[config.mk]
export PLATFORM = sky130hd
export DESIGN_NAME = fma_normalizer
export DESIGN_NICKNAME = d
export VERILOG_FILES = /design/src/rtl/fma_pkg.sv /design/src/rtl/fma_lzc.sv /design/src/rtl/fma_normalizer.sv
export SDC_FILE = /design/constraint.sdc
export NUM_CORES = 1
export LEC_CHECK = 0
export BUFFER_PORTS_ARGS = -buffer_cell sky130_fd_sc_hd__buf_2
export CELL_PAD_IN_SITES_DETAIL_PLACEMENT = 1
export CELL_PAD_IN_SITES_GLOBAL_PLACEMENT = 1
export CORE_MARGIN = 5
export CORE_UTILIZATION = 37
export CTS_BUF_LIST = sky130_fd_sc_hd__clkbuf_8 sky130_fd_sc_hd__clkbuf_16
export DETAILED_ROUTE_END_ITERATION = 16
export PLACE_DENSITY_LB_ADDON = 0.1
export SYNTH_ARGS = -nofsm -noshare
export SYNTH_HDL_FRONTEND = slang
export SYNTH_HIERARCHICAL = 1
export SYNTH_SLANG_ARGS = --single-unit
[constraint.sdc]
create_clock -name clk -period 12.03 [get_ports clk]
set_input_delay 0.6015 -clock clk [delete_from_list [all_inputs] [get_ports clk]]
set_output_delay 0.6015 -clock clk [all_outputs]
set_load 0.01 [all_outputs]
[src/rtl/fma_pkg.sv]
// Purpose: shared constants, S1 payload type and the 4-bit LZC cell for the FMA normalizer.
// Latency: n/a (types and pure functions only).
// Backpressure: n/a.
package fma_pkg;

    localparam int WIDTH = 106;  // 2 x 53-bit significand product
    localparam int EXP_W = 13;   // unbiased two's-complement exponent with guard bits
    localparam int LZC_W = 7;    // clog2(WIDTH+1)

    // Stage-1 register payload.
    typedef struct packed {
        logic [WIDTH-1:0] sum;
        logic             cout;
        logic [EXP_W-1:0] exp;
        logic             sticky;
        logic [LZC_W-1:0] lzc;
    } s1_t;

    // Leading zeros of a nibble. An all-zero nibble returns 3; the tree uses
    // the separate valid (any-bit-set) flag to skip such nibbles.
    function automatic logic [1:0] lzc4(input logic [3:0] d);
        logic [1:0] c;
        casez (d)
            4'b1???: c = 2'd0;
            4'b01??: c = 2'd1;
            4'b001?: c = 2'd2;
            default: c = 2'd3;
        endcase
        return c;
    endfunction

endpackage

[src/rtl/fma_lzc.sv]
// Purpose: combinational leading-zero counter over the WIDTH-bit adder sum.
// Latency: 0 cycles (pure combinational).
// Backpressure: none.
// Ports: data (WIDTH) in, lzc (LZC_W) out; lzc = WIDTH for an all-zero input.
module fma_lzc
    import fma_pkg::*;
(
    input  logic [WIDTH-1:0] data,
    output logic [LZC_W-1:0] lzc
);

    // Pad to a power-of-two number of nibbles. The pad is ones, so an all-zero
    // data word counts exactly WIDTH zeros and the root is always valid.
    localparam int PAD_W      = 128;
    localparam int NODES      = (PAD_W / 4) * 2 - 1;
    localparam int FIRST_LEAF = (PAD_W / 4) - 1;

    logic [PAD_W-1:0] padded;
    assign padded = {data, {(PAD_W - WIDTH){1'b1}}};

    // Heap-ordered binary tree: node n has children 2n+1 (MSB side) and 2n+2.
    logic [LZC_W-1:0] node_cnt [NODES];
    logic             node_vld [NODES];

    for (genvar n = 0; n < NODES; n++) begin : g_node
        if (n >= FIRST_LEAF) begin : g_leaf
            localparam int LSB = PAD_W - 4 * (n - FIRST_LEAF + 1);
            assign node_vld[n] = |padded[LSB +: 4];
            assign node_cnt[n] = LZC_W'(lzc4(padded[LSB +: 4]));
        end else begin : g_merge
            // Bit span covered by each child of this node.
            localparam int CHILD_SPAN = PAD_W >> $clog2(n + 2);
            assign node_vld[n] = node_vld[2*n+1] | node_vld[2*n+2];
            assign node_cnt[n] = node_vld[2*n+1] ? node_cnt[2*n+1]
                                                 : LZC_W'(CHILD_SPAN) + node_cnt[2*n+2];
        end
    end

    // The root is valid by construction; the fallback only keeps the
    // all-zero meaning explicit.
    assign lzc = node_vld[0] ? node_cnt[0] : LZC_W'(WIDTH);

endmodule

[src/rtl/fma_normalizer.sv]
// Purpose: two-stage post-addition normalizer (LZC in S1, carry/zero/shift select in S2).
// Latency: 2 cycles input transfer to out_valid; one result per cycle sustained.
// Backpressure: each stage holds when the next is full and stalled; in_ready = !s1_valid | s2_adv.
// Ports: in_valid/in_ready with in_sum, in_cout, in_exp, in_sticky;
//        out_valid/out_ready with out_mant, out_exp, out_sticky, out_zero.
module fma_normalizer
    import fma_pkg::*;
(
    input  logic             clk,
    input  logic             rst,
    input  logic             in_valid,
    output logic             in_ready,
    input  logic [WIDTH-1:0] in_sum,
    input  logic             in_cout,
    input  logic [EXP_W-1:0] in_exp,
    input  logic             in_sticky,
    output logic             out_valid,
    input  logic             out_ready,
    output logic [WIDTH-1:0] out_mant,
    output logic [EXP_W-1:0] out_exp,
    output logic             out_sticky,
    output logic             out_zero
);

    logic             s1_valid;
    s1_t              s1_q;
    logic             s2_adv;
    logic [LZC_W-1:0] in_lzc;

    fma_lzc u_lzc (
        .data (in_sum),
        .lzc  (in_lzc)
    );

    // out_valid is the S2 valid flag.
    assign s2_adv   = !out_valid | out_ready;
    assign in_ready = !s1_valid | s2_adv;

    // ---------------- Stage 1 ----------------
    always_ff @(posedge clk or posedge rst) begin
        if (rst) begin
            s1_valid <= 1'b0;
            s1_q     <= '0;
        end else if (in_ready) begin
            s1_valid <= in_valid;
            if (in_valid) begin
                s1_q <= '{sum: in_sum, cout: in_cout, exp: in_exp,
                          sticky: in_sticky, lzc: in_lzc};
            end
        end
    end

    // ---------------- Stage 2 datapath ----------------
    logic [WIDTH-1:0] shifted;
    logic [WIDTH-1:0] nxt_mant;
    logic [EXP_W-1:0] nxt_exp;
    logic             nxt_sticky;
    logic             nxt_zero;

    always_comb begin
        // Log-depth barrel shifter: one conditional stage per lzc bit.
        shifted = s1_q.sum;
        for (int k = 0; k < LZC_W; k++) begin
            if (s1_q.lzc[k]) begin
                shifted = shifted << (1 << k);
            end
        end

        nxt_mant   = shifted;
        nxt_exp    = s1_q.exp - EXP_W'(s1_q.lzc);   // wraps; range check is downstream
        nxt_sticky = s1_q.sticky;
        nxt_zero   = 1'b0;

        if (s1_q.cout) begin
            // Carry-out: shift right by one, the dropped LSB joins the sticky.
            nxt_mant   = {1'b1, s1_q.sum[WIDTH-1:1]};
            nxt_exp    = s1_q.exp + EXP_W'(1);
            nxt_sticky = s1_q.sticky | s1_q.sum[0];
        end else if (s1_q.sum == '0) begin
            nxt_mant = '0;
            nxt_exp  = '0;
            nxt_zero = 1'b1;
        end
    end

    // ---------------- Stage 2 registers ----------------
    always_ff @(posedge clk or posedge rst) begin
        if (rst) begin
            out_valid  <= 1'b0;
            out_mant   <= '0;
            out_exp    <= '0;
            out_sticky <= 1'b0;
            out_zero   <= 1'b0;
        end else if (s2_adv) begin
            out_valid <= s1_valid;
            if (s1_valid) begin
                out_mant   <= nxt_mant;
                out_exp    <= nxt_exp;
                out_sticky <= nxt_sticky;
                out_zero   <= nxt_zero;
            end
        end
    end

endmodule

After elaboration in Yosys (flattened, before gate mapping)
Cells that the tools add are included.
- $add $sub $neg: 28
- equal/unequal tests: 53
- mux-type cells: 67
- bitwise operators: 26
- reduce and logical (&&, ||, !) cells: 32
- operator list (operator ; count):
    two-way mux 106 bit ; 9
    two-way mux 7 bit ; 26
    case mux 2 bit (3 select lines) ; 27
    zero test 106 bit ; 1
    OR reduction 4 bit ; 26
    == test 3 x 1 -> 1 bit, second input constant ; 26
    == test 2 x 1 -> 1 bit, second input constant ; 27
    adder 3 x 2 -> 4 bit, first input constant ; 13
    adder 4 x 7 -> 7 bit, first input constant ; 6
    two-way mux 13 bit ; 2
    OR 1 bit ; 26
    adder 5 x 7 -> 7 bit, first input constant ; 3
    adder 6 x 7 -> 7 bit, first input constant ; 2
    adder 13 x 1 -> 13 bit, second input constant ; 1
    subtractor 13 x 7 -> 13 bit ; 1
    adder 7 bit, first input constant ; 1
    adder 4 x 2 -> 5 bit, first input constant ; 1
    AND reduction 2 bit ; 2
    two-way mux 1 bit ; 3
    zero test 1 bit ; 2
    zero test 2 bit ; 1
- flip-flop bits (word level): 251
- input port bits: 125
- output and inout port bits: 123
- word-level logic and storage cells: 217

Longest topological paths before layout
- depth in word-level cells: 11
- gate-level depth with buffers: 13

Cells and area by module
Netlist, hierarchy kept.
- by module, submodules not included (module ; times used ; cells an instance ; area an instance (µm²)):
    fma_normalizer ; 1 ; 1916 ; 19336.0
    fma_lzc ; 1 ; 209 ; 1228.7

Least setup slack after synthesis
OpenSTA, ideal clock, no wires.
- kind: register to register
- start point: reg s1_q[2] (netlist name)
- end point: reg out_exp[10]
- library setup time: 126 ps
- arrival: 3451 ps
- path slack: 8453 ps
- stages on the path, launching flop included: 14
- buffers on the path: 4
- clock period less this slack: 3577 ps
- cells stage by stage: dfrtp_1 clkbuf_1 clkinv_1 buf_1 clkbuf_1 clkbuf_1 ha_1 a21o_1 a21oi_1 o21ai_0 a2111oi_0 xnor2_1 a221oi_1 nor2_1
- word-level cells in the longest chain between the ends: 3
- RTL lines (what ; RTL line ; RTL):
    start: declaration ; fma_normalizer.sv:26 ; s1_t s1_q;
    start signal: assignment ; fma_normalizer.sv:47 ; s1_q <= '{sum: in_sum, cout: in_cout, exp: in_exp,
    subtractor 13 x 7 -> 13 bit ; fma_normalizer.sv:70 ; nxt_exp = s1_q.exp - EXP_W'(s1_q.lzc);
    two-way mux 13 bit ; fma_normalizer.sv:79 ; end else if (s1_q.sum == '0) begin
    two-way mux 13 bit ; fma_normalizer.sv:74 ; if (s1_q.cout) begin
    end signal: assignment ; fma_normalizer.sv:98 ; out_exp <= nxt_exp;
    end: declaration ; fma_normalizer.sv:20 ; output logic [EXP_W-1:0] out_exp,
No other way between the ends.
A chain may end at the register's enable or synchronous reset.

Worst setup path in the final report
- start point: reg s1_q[1] (netlist name)
- end point: reg out_mant[38]
- word-level cells in the longest chain between the ends: 8
- RTL lines (what ; RTL line ; RTL):
    two-way mux 106 bit (6 in series) ; fma_normalizer.sv:64 ; if (s1_q.lzc[k]) begin
    two-way mux 106 bit ; fma_normalizer.sv:79 ;
    two-way mux 106 bit ; fma_normalizer.sv:74 ;
    end signal: assignment ; fma_normalizer.sv:97 ; out_mant <= nxt_mant;
    end: declaration ; fma_normalizer.sv:19 ; output logic [WIDTH-1:0] out_mant,
No other way between the ends.

==> results.tsv <==
metric	value	unit
initial_core_util	37.33	%
die_height	245.8	um
power_leakage	9.504	nW
syn_avg_cell_area	9.678	sq um
post_drt_via_cell_ratio	6.730	
swShare	43.61	%
syn_nets	2259	
drc_errors	0	
dp_hpwl	81800	um
grt_overflow	0	
yosys-top-cells-area	dfrtp_1, mux4_2, mux2_2, mux2i_1, nor2_1	
p_sw	0.001733	W
htree_levels	1	
grt_pass1_wl	153600	um
critPathRequiredTime	12.49	ns
insertion_delay	0.62	ns
rows	86	
cellPowerDensity	171.0	nW/um^2
ys.flop_type	dfrtp_1	
cp_top_family	compound AO/OA/AOI/OAI gates	
maxSlewViolCount	0	
power_frac_seq	34.8	%
cp_num_buf_inv	2	
vdd_drop_max	0.1196	mV
ant_nets	0	
die-area	60400	sq um
internal_power	0.002241	W
fin_ws	6.753	ns
fmax	189.5	MHz
ys_async_sr_fraction	100.0	%
antenna_found_initial	9	
clockRootBuffer	clkbuf_16	
path_class	flip-flop to flip-flop	
status	finished, final reports clean	
synth_largest_area_cell	dfrtp_1	
ys_seq_elements	251	
cp.arrival	5.74	ns
synthDistinctLibCells	85	
slowest_stage	dfrtp_4	
dr.pass1.iters	6	
numCtsBuffers	31	
cts_hold_buf	0	
yosysWarnings	6	
boundaryPins	248	
drtIter0Drc	2321	
dp_slack	6.808	ns
max-clock-path-buffers	3	
cts.sinks	251	
finClkSkew	0.03360	ns
slowest_delay	0.91	ns
max_slew_margin	7.387	%
fin_tns_setup	0	ns
core	55090	sq um
worst-path-max-fanout	63	
finalCriticalPeriod	5.277	ns
globalplace.congestion	1.046	
maxCapViolations	0	
comb_power_share	41.0	%
synth_edf_count	0	
grt_setup_unrepaired	false	
path_cells	buf_4, buf_4, mux2_2, mux2i_1, o221ai_1, o211ai_1, mux2i_1, a221oi_1, nor2_1	
cp-end-kind	flip-flop	
drt_wl_total	107800	um
grt_start_max_net_pins	90	
cts_resized	0	
portBuffers	247	
areaGrowthSynthToFinish	13.00	%
synth_area	20560	sq um
worstMarginPinSlew	1.389	ns
timing.final.crit_share	43.86	%
fin_nets	2383	
clk_pin_slew	0.06	ns
avgRoutedWirePerCell	35.67	um
start_kind	flip-flop	
power_frac_clock	24.2	%
cts_tree	done	
grtUsageTotal	34.51	%
grt_pass1_vias	20410	
fp.dieW	245.8	um
setup_violations	0	
yosysTopAreaCellShare	30.54	%
hold_path_class	input pin to asynchronous set/reset pin	
via_count	20340	
final-hold-violation-count	0	
syn_inst	2125	
post-cts-setup-buffer-count	0	
layout-drive-gt1-share	31.04	%
seq_area_frac_synth	30.54	%
==> placed cells by master (no fill, tap or decap), types with 10 or more instances in the layout <==
cell type  count
dfrtp_1      244
and3_1        35
nor3_1        23
nor2_1       212
buf_4         35
xnor2_1       10
a31oi_1       19
mux2_2       213
nor4_1        47
clkbuf_16     31
o31ai_1       15
a221oi_1      54
buf_2        247
a32oi_1       27
o21ai_0      110
mux2i_1      111
nand4_1       13
nand2_1      207
a211oi_1      14
o22ai_1       26
nand3_1       31
inv_1         40
a22oi_1       19
a21oi_1      119
nor2b_1       14
o211ai_1      19
mux4_2       123
==> cells by family (layout without fill, tap and decap cells) <==
kind of cell,after synthesis,count (layout),share of synthesized area [%]
buffers and inverters,231,377,4.837
flip-flops,251,251,30.54
other,0,3,0
AO/OA/AOI/OAI,530,530,17.42
AND/OR/NAND/NOR,631,631,14.26
adder cells (fa/ha/maj),9,9,0.5841
multiplexers,456,456,31.63
XOR/XNOR,17,17,0.7240
==> cell usage after synthesis (31+ instances only) <==
cell / number
a21oi_1: 120
a221oi_1: 54
and3_1: 35
buf_2: 32
clkbuf_1: 123
dfrtp_1: 251
inv_1: 34
mux2_2: 213
mux2i_1: 111
mux4_2: 123
nand2_1: 209
nand3_1: 31
nor2_1: 214
nor4_1: 47
o21ai_0: 110
==> stage by stage <==
step                      util, %  std cells  total power (W)  cell area (sq um)  hold WS [ns]
after CTS                   42.17       3019         0.003948              23230       0.05005
final                       42.18       3022         0.003975              23240       0.03759
after global placement      40.31       2964         0.002955              22210        0.4593
after floorplan                 -       2125         0.002181              20560        0.4711
after detailed placement    40.31       2964         0.002973              22210        0.4694
after global routing        42.17       3019         0.004120              23230       0.08201
==> area by class of cell <==
class	instances	area (sq um)
diodes	3	7.507
clock buffers	34	817.0
clock inverters	21	203.9
fillers	6291	31850
inverters	40	157.7
multi-input cells	1643	13320
flip-flops and latches	251	6302
well taps	748	935.9
repair buffers	282	1499
==> power by group through the flow <==
stage,combinational (W),clock (W),sequential (W)
floorplan,0.000959,0,0.00122
global placement,0.00158,0,0.00137
detailed placement,0.00159,0,0.00138
CTS,0.00160,0.000984,0.00137
global route,0.00171,0.00101,0.00139
finish,0.00163,0.000963,0.00138
==> routing by layer <==
layer	GRT usage (%)	vias up	part of all wire, %
li1	-	8422	-
met1	49.80	10520	42
met2	49.36	1199	42
met3	9.076	196	11
met4	13.64	2	4.6
met5	0	-	0.012
==> sequential cells by signal (all words and copies together) (netlist names) <==
register / count
out_valid: 1
out_zero: 1
out_mant: 106
s1_valid: 1
out_exp: 13
s1_q: 128
out_sticky: 1
==> path summary, 6_finish.rpt <==
check	start	endpoint	slack, ns	cells past startpoint
max in group asynchronous	rst	s1_q[21]	9.83	4
setup reg to reg	s1_q[1]	out_mant[38]	6.75	9
setup / recovery	s1_q[1]	out_mant[38]	6.75	9
hold reg to reg	out_mant[13]	out_mant[13]	0.48	2
min in group clk	in_exp[2]	s1_q[10]	0.23	2
hold / removal	rst	out_mant[11]	0.04	2
(Power assumes the default switching activity.)
